$ cat src/rtl/comparador_serial_izq_der_if.sv
// comparador_serial_izq_der_if: start/busy/done handshake, operands and results of the serial comparator
interface comparador_serial_izq_der_if #(parameter int N = 8);
    logic         start;
    logic         Pinit;
    logic         Qinit;
    logic [N-2:0] A_resto;
    logic [N-2:0] B_resto;
    logic         busy;
    logic         done;
    logic         mayor;
    logic         menor;
    logic         igual;
    logic         P;
    logic         Q;
    modport master (
        output start, Pinit, Qinit, A_resto, B_resto,
        input  busy, done, mayor, menor, igual, P, Q
    );
    modport slave (
        input  start, Pinit, Qinit, A_resto, B_resto,
        output busy, done, mayor, menor, igual, P, Q
    );
endinterface

$ cat src/rtl/comparador_serial_izq_der.sv
// comparador_serial_izq_der: MSB-first serial A/B compare seeded by the initial cell; COMPARADOR_SALIDA_TEMPRANA_EN enables early exit
module comparador_serial_izq_der #(
    parameter int N = 8
) (
    input logic                          clk,
    input logic                          rst,
    comparador_serial_izq_der_if.slave   bus
);
`ifdef COMPARADOR_SALIDA_TEMPRANA_EN
    localparam bit TEMPRANA = 1'b1;
`else
    localparam bit TEMPRANA = 1'b0;
`endif
    localparam int CW = $clog2(N);
    typedef enum logic [1:0] {IDLE, COMPARA, FIN} state_t;
    state_t        state_q, state_d;
    logic [N-2:0]  a_q, a_d, b_q, b_d;
    logic [CW-1:0] cnt_q, cnt_d;
    logic          p_q, p_d, q_q, q_d;
    logic          mayor_q, mayor_d, menor_q, menor_d, igual_q, igual_d;
    logic          p_n, q_n, ultimo;
    always_comb begin
        // 10 and 01 are absorbing; only the equal state looks at the current bit pair
        p_n     = (p_q | q_q) ? p_q : a_q[N-2] & ~b_q[N-2];
        q_n     = (p_q | q_q) ? q_q : ~a_q[N-2] & b_q[N-2];
        ultimo  = (cnt_q == CW'(1)) || (TEMPRANA && (p_n || q_n));
        state_d = state_q;
        a_d     = a_q;
        b_d     = b_q;
        cnt_d   = cnt_q;
        p_d     = p_q;
        q_d     = q_q;
        mayor_d = mayor_q;
        menor_d = menor_q;
        igual_d = igual_q;
        case (state_q)
            IDLE: if (bus.start) begin
                state_d = COMPARA;
                a_d     = bus.A_resto;
                b_d     = bus.B_resto;
                cnt_d   = CW'(N - 1);
                p_d     = bus.Pinit & ~bus.Qinit;
                q_d     = bus.Qinit & ~bus.Pinit;
            end
            COMPARA: begin
                p_d   = p_n;
                q_d   = q_n;
                a_d   = a_q << 1;
                b_d   = b_q << 1;
                cnt_d = cnt_q - CW'(1);
                if (ultimo) begin
                    state_d = FIN;
                    mayor_d = p_n & ~q_n;
                    menor_d = ~p_n & q_n;
                    igual_d = ~p_n & ~q_n;
                end
            end
            default: state_d = IDLE;
        endcase
    end
    always_ff @(posedge clk) begin
        if (rst) begin
            state_q <= IDLE;
            a_q     <= '0;
            b_q     <= '0;
            cnt_q   <= '0;
            p_q     <= 1'b0;
            q_q     <= 1'b0;
            mayor_q <= 1'b0;
            menor_q <= 1'b0;
            igual_q <= 1'b0;
        end else begin
            state_q <= state_d;
            a_q     <= a_d;
            b_q     <= b_d;
            cnt_q   <= cnt_d;
            p_q     <= p_d;
            q_q     <= q_d;
            mayor_q <= mayor_d;
            menor_q <= menor_d;
            igual_q <= igual_d;
        end
    end
    assign bus.busy  = state_q != IDLE;
    assign bus.done  = state_q == FIN;
    assign bus.mayor = mayor_q;
    assign bus.menor = menor_q;
    assign bus.igual = igual_q;
    assign bus.P     = p_q;
    assign bus.Q     = q_q;
endmodule

$ cat src/flat_wrapper.sv
// flat-port wrapper written by rule: the top's interface ports become plain ports
module comparador_serial_izq_der_flat 
#(
    parameter int N = 8
)
  (clk, rst, bus_start, bus_Pinit, bus_Qinit, bus_A_resto, bus_B_resto, bus_busy, bus_done, bus_mayor, bus_menor, bus_igual, bus_P, bus_Q);
  comparador_serial_izq_der_if #(.N(N)) bus_i ();
  input logic clk;
  input logic rst;
  input wire logic [$bits(bus_i.start)-1:0] bus_start;
  input wire logic [$bits(bus_i.Pinit)-1:0] bus_Pinit;
  input wire logic [$bits(bus_i.Qinit)-1:0] bus_Qinit;
  input wire logic [$bits(bus_i.A_resto)-1:0] bus_A_resto;
  input wire logic [$bits(bus_i.B_resto)-1:0] bus_B_resto;
  output wire logic [$bits(bus_i.busy)-1:0] bus_busy;
  output wire logic [$bits(bus_i.done)-1:0] bus_done;
  output wire logic [$bits(bus_i.mayor)-1:0] bus_mayor;
  output wire logic [$bits(bus_i.menor)-1:0] bus_menor;
  output wire logic [$bits(bus_i.igual)-1:0] bus_igual;
  output wire logic [$bits(bus_i.P)-1:0] bus_P;
  output wire logic [$bits(bus_i.Q)-1:0] bus_Q;
  assign bus_i.start = bus_start;
  assign bus_i.Pinit = bus_Pinit;
  assign bus_i.Qinit = bus_Qinit;
  assign bus_i.A_resto = bus_A_resto;
  assign bus_i.B_resto = bus_B_resto;
  assign bus_busy = bus_i.busy;
  assign bus_done = bus_i.done;
  assign bus_mayor = bus_i.mayor;
  assign bus_menor = bus_i.menor;
  assign bus_igual = bus_i.igual;
  assign bus_P = bus_i.P;
  assign bus_Q = bus_i.Q;
  comparador_serial_izq_der #(.N(N)) u_core (.clk(clk), .rst(rst), .bus(bus_i));
endmodule
$ cat config.mk
export PLATFORM = sky130hd
export DESIGN_NAME = comparador_serial_izq_der_flat
export DESIGN_NICKNAME = d
export VERILOG_FILES = /design/src/rtl/comparador_serial_izq_der_if.sv /design/src/rtl/comparador_serial_izq_der.sv /design/src/flat_wrapper.sv
export SDC_FILE = /design/constraint.sdc
export NUM_CORES = 1
export LEC_CHECK = 0
export CORE_MARGIN = 2
export CORE_UTILIZATION = 53
export DETAILED_ROUTE_END_ITERATION = 6
export PLACE_DENSITY = 0.83
export SLEW_MARGIN = 20
export SYNTH_ARGS = -nofsm -noshare
export SYNTH_HDL_FRONTEND = slang
export SYNTH_SLANG_ARGS = --single-unit
export TNS_END_PERCENT = 1
$ cat constraint.sdc
create_clock -name clk -period 3.1 [get_ports clk]
set_input_delay 0.62 -clock clk [delete_from_list [all_inputs] [get_ports clk]]
set_output_delay 0.62 -clock clk [all_outputs]
set_load 0.01 [all_outputs]
Word-level counts from Yosys, hierarchy flattened:

Cells that the tools add are included.

* eq/ne operators: 5
* $add $sub $neg: 1
* $lt $le $gt $ge: 0
* muxes and demuxes: 15
* div/mod/pow operators: 0
* shift operators: 0
* multipliers: 0
* reductions and logical operators: 6
* bitwise gates (word level): 14

Operators by type and width (number)
* 7-bit case mux with 2 select lines: 2
* 7-bit two-way mux: 2
* 1-bit AND: 7
* 1-bit inverter: 6
* 3-bit case mux with 2 select lines: 1
* 2-bit AND reduction: 3
* 1-bit two-way mux: 4
* 2-bit two-way mux: 2
* 1-bit case mux with 2 select lines: 2
* 2-bit case mux with 2 select lines: 1
* 2-bit nonzero test: 2
* 3-bit by 1-bit equality test with 1-bit output, second input constant: 1
* 3-bit two-way mux: 1
* 3-bit by 1-bit subtractor with 3-bit output, second input constant: 1
* 2-bit by 1-bit equality test with 1-bit output, second input constant: 1
* 2-bit equality test, second input constant: 1
* 2-bit zero test: 1
* 2-bit by 1-bit != test with 1-bit output, second input constant: 1
* 2-bit != test, second input constant: 1
* 1-bit OR: 1

* bits in registers: 24
* output and inout port bits: 7
* bits in latches: 0
* logic and storage cells: 50
* memory bits (read-only): 0
* RAM bits: 0
* memories kept: 0

Depth between registers and ports, before layout:

* depth in word-level cells: 5
* depth in mapped cells: 6

Worst setup path before layout:

No wires, ideal clock.

* path kind: flip-flop to output port
* start point: reg u_core.state_q[1]
* end point: out bus_done
* stages on the path, launching flop included: 5
* setup slack: 1.281 ns
* required time: 2.480 ns
* path buffers: 3
* arrival time: 1.199 ns
* cells stage by stage: dfxtp_1 buf_6 clkbuf_1 clkbuf_1 nor2b_1

* word-level cells in the longest chain between the ends: 1

Ends and longest elaborated chain
* from (decl): line comparador_serial_izq_der.sv:16 `state_t state_q, state_d;`
* from (signal assigned): line comparador_serial_izq_der.sv:73 `state_q <= state_d;`
* 2-bit equality test: line comparador_serial_izq_der.sv:85 `assign bus.done = state_q == FIN;`
* to (decl): line flat_wrapper.sv:16 `output wire logic [$bits(bus_i.done)-1:0] bus_done;`

No other way between the ends.

Final worst setup path:

* start point: reg u_core.state_q[0]
* end point: out bus_done

The elaborated chain is that of the path after synthesis.

==> run metrics <==
Total Neg Setup Slack=0 ns; area grow syn2layout=23.87%; input/output buffers=25; Die Ht=51.90 um; initial antenna violation count=0; Pre-Repair DR Iteration Count=4; Avg Cell Area, Syn=8.505 sq um; CTS Hold Bufs=0; Num Clock Sinks=24; P_sw=0.0001921 W; CP peak stage delay=0.63 ns; most frequent cells in the layout=clkdlybuf4s50_1, dfxtp_1, nor2_1; design area=1506 sq um; vias per inst=5.807; Power per Cell Area=453.8 nW/um^2; initial core utilization=0.5551; GRT overflow=0; DRT antenna net count=0; Iter 0 DRT Violations=34; H-tree level count=1; Yosys warnings=0; Final setup viols=0; WHS Endpoint=u_core.bus.mayor$_SDFFE_PP0P_; final hold viol count=0; WL met3=121 um; clock tree buffer depth=2; Detail Placement HPWL=1987 um; Lkg Pwr=0.5966 nW; RSZ-0062 raised after global routing=no; NumNets Final=186; setup repair bufs after CTS=0; sequential share of power=0.533; DRT met1 WL=1306 um; highest clock rate=421.6 MHz; sequential area share after synthesis=0.3951; status=completed; Yosys reg bits=24; max_slew headroom=0.6106; Clk pwr share=0.243; Sw Ratio=0.2810; DRC Markers=0; flop2flop setup slack=1.35 ns; core region area=2191 sq um; largest net degree at the start of global routing=22; CTS tree=built; Critical Path Start Type=register; cts repair resizes=0; WS Path Type=register to output port; die area=2694 sq um; layout cell share with drive strength beyond 1=0.1402; GRT Total Usage=0.2319; Worst R2R Path Depth=4; Hold Startpoint=u_core.bus.mayor$_SDFFE_PP0P_; Worst R2R End=u_core.bus.P$_SDFFE_PP0P_; Gate power share=0.224; n_diodes=0; CTS root buf=clkbuf_4; syn_nets=164; most common cell after layout, fill and taps aside=clkdlybuf4s50_1; first-pass GRT wire length=4636 um; Least-Margin Pin Slew=0.5828 ns; Total Power=0.0006836 W; Final Skew=0.004343 ns; met2 WL=1304 um; GP Congestion=0.7581; die width=51.90 um; Highest Signal Layer=met4; final non-filler cell total=192; crit path capture type=output port; Hold WC Path Type=register to register; DP Area=1470 sq um; Clock Latency Late Sink=0.32 ns; critical path's slowest cell=dfxtp_1; crit path time final=2.372 ns; Reg clk slew, reported paths=0.13 ns; Max-Cap Viols=0; CP Max Fanout=15; worst r2r src=u_core.state_q[1]$_SDFFE_PP0P_; hold path cells=2; Buffers & Inverters on Critical Path=2; worst slack, placed=0.9942 ns; wirelength, routed=2810 um; IO Pins=26; synthesized area=1216 sq um; via count=1,115; Worst EP arrival=1.75 ns; Max Slew Vio Count=0; Rows=17; crit path cell chain=buf_4, nor2b_1, clkdlybuf4s50_1; fin crit share=0.7652; WP data required=2.48 ns; Gate Count Post-Synth=143; vias in the first global route=1,029; TritonCTS Buffers=3; Max rail drop VDD=0.3032 mV; Netlist cell types=30; delay-heaviest family, CP=buffers and inverters; placed insts=188; DR WL/cell=14.64 um; Pint=0.0004915 W; Final WS setup=0.7278 ns
-- power by group through the flow --
stage | Sequential (W) | Clock (W) | Combinational, W
after floorplan | 0.000363 | 0 | 0.000103
after global placement | 0.000368 | 0 | 0.000147
after detailed placement | 0.000370 | 0 | 0.000153
after CTS | 0.000363 | 0.000174 | 0.000154
after global routing | 0.000367 | 0.000182 | 0.000172
final | 0.000364 | 0.000166 | 0.000153
-- worst max path at each step --
stage | from | end | slack [ns] | cells past startpoint
after floorplan | u_core.state_q[1]$_SDFFE_PP0P_ | bus_done | 1.28 | 4
after global placement | bus_start | u_core.bus.Q$_SDFFE_PP0P_ | 1.07 | 4
after detailed placement | bus_start | u_core.bus.P$_SDFFE_PP0P_ | 0.99 | 4
after CTS | u_core.state_q[0]$_SDFFE_PP0P_ | bus_done | 0.72 | 3
after global routing | u_core.state_q[0]$_SDFFE_PP0P_ | bus_done | 0.63 | 3
final | u_core.state_q[0]$_SDFFE_PP0P_ | bus_done | 0.73 | 3
-- area by class of cell --
class,count,area [sq um]
clock buffer,4,36.28
fill,196,684.4
inverter,14,52.55
multi-input combinational,93,621.8
sequential,24,480.5
tap,28,35.03
timing repair buffer,29,280.3
-- flip-flops by register name, indices dropped and copies added (netlist names) --
name / count
u_core.a_q: 7
u_core.b_q: 7
u_core.bus.P: 1
u_core.bus.Q: 1
u_core.bus.igual: 1
u_core.bus.mayor: 1
u_core.bus.menor: 1
u_core.cnt_q: 3
u_core.state_q: 2
-- cell usage after synthesis --
master	number	area share
buf_2	1	0.0041
nor2b_1	7	0.036
nor2_1	22	0.068
a211oi_1	1	0.0062
nand2b_4	1	0.011
a311oi_1	1	0.0072
buf_6	2	0.019
inv_1	14	0.043
dfxtp_1	24	0.40
nand3_1	2	0.0082
o21bai_1	1	0.0062
o21ai_0	3	0.012
or2_2	1	0.0051
o221a_2	12	0.11
nand4bb_1	1	0.0093
o22ai_1	1	0.0051
nor3b_1	1	0.0062
buf_1	3	0.0093
ha_1	2	0.021
o22a_1	2	0.014
a221oi_2	1	0.012
a22oi_1	1	0.0062
nand3b_1	1	0.0062
nand2b_1	3	0.015
a21oi_1	21	0.086
or4_1	2	0.012
a32o_1	2	0.016
o41ai_1	2	0.014
a221oi_1	2	0.014
clkbuf_1	6	0.019
-- per-layer routing --
layer,vias to the layer above,global-route usage
li1,558,-
met1,519,0.2904
met2,28,0.3861
met3,10,0.02874
met4,0,0.1228
met5,-,0
-- per-stage QoR --
stage / hold slack [ns] / utilization
global placement: 0.4512 / 0.6710
global route: 0.5100 / 0.6876
CTS: 0.4866 / 0.6876
floorplan: 0.4565 / -
finish: 0.4901 / 0.6876
detailed placement: 0.4665 / 0.6710
-- worst min-delay path: cells and delay by family, from the launching register on --
| kind | cells | cell delay (ns) |
|---|---|---|
| AOI/OAI and AO/OA | 1 | 0.06 |
| and+or+nand+nor | 1 | 0.06 |
| DFF | 1 | 0.34 |
-- cells by family (layout without fill, tap and decap cells) --
group,after synthesis,after routing,synth area share
AO/OA/AOI/OAI,50,50,0.3128
adder cells (fa/ha/maj),2,2,0.02057
buffers and inverters,26,47,0.09361
flip-flops,24,24,0.3951
AND/OR/NAND/NOR,41,41,0.1780
No activity file was read; power rests on OpenSTA's default activity.
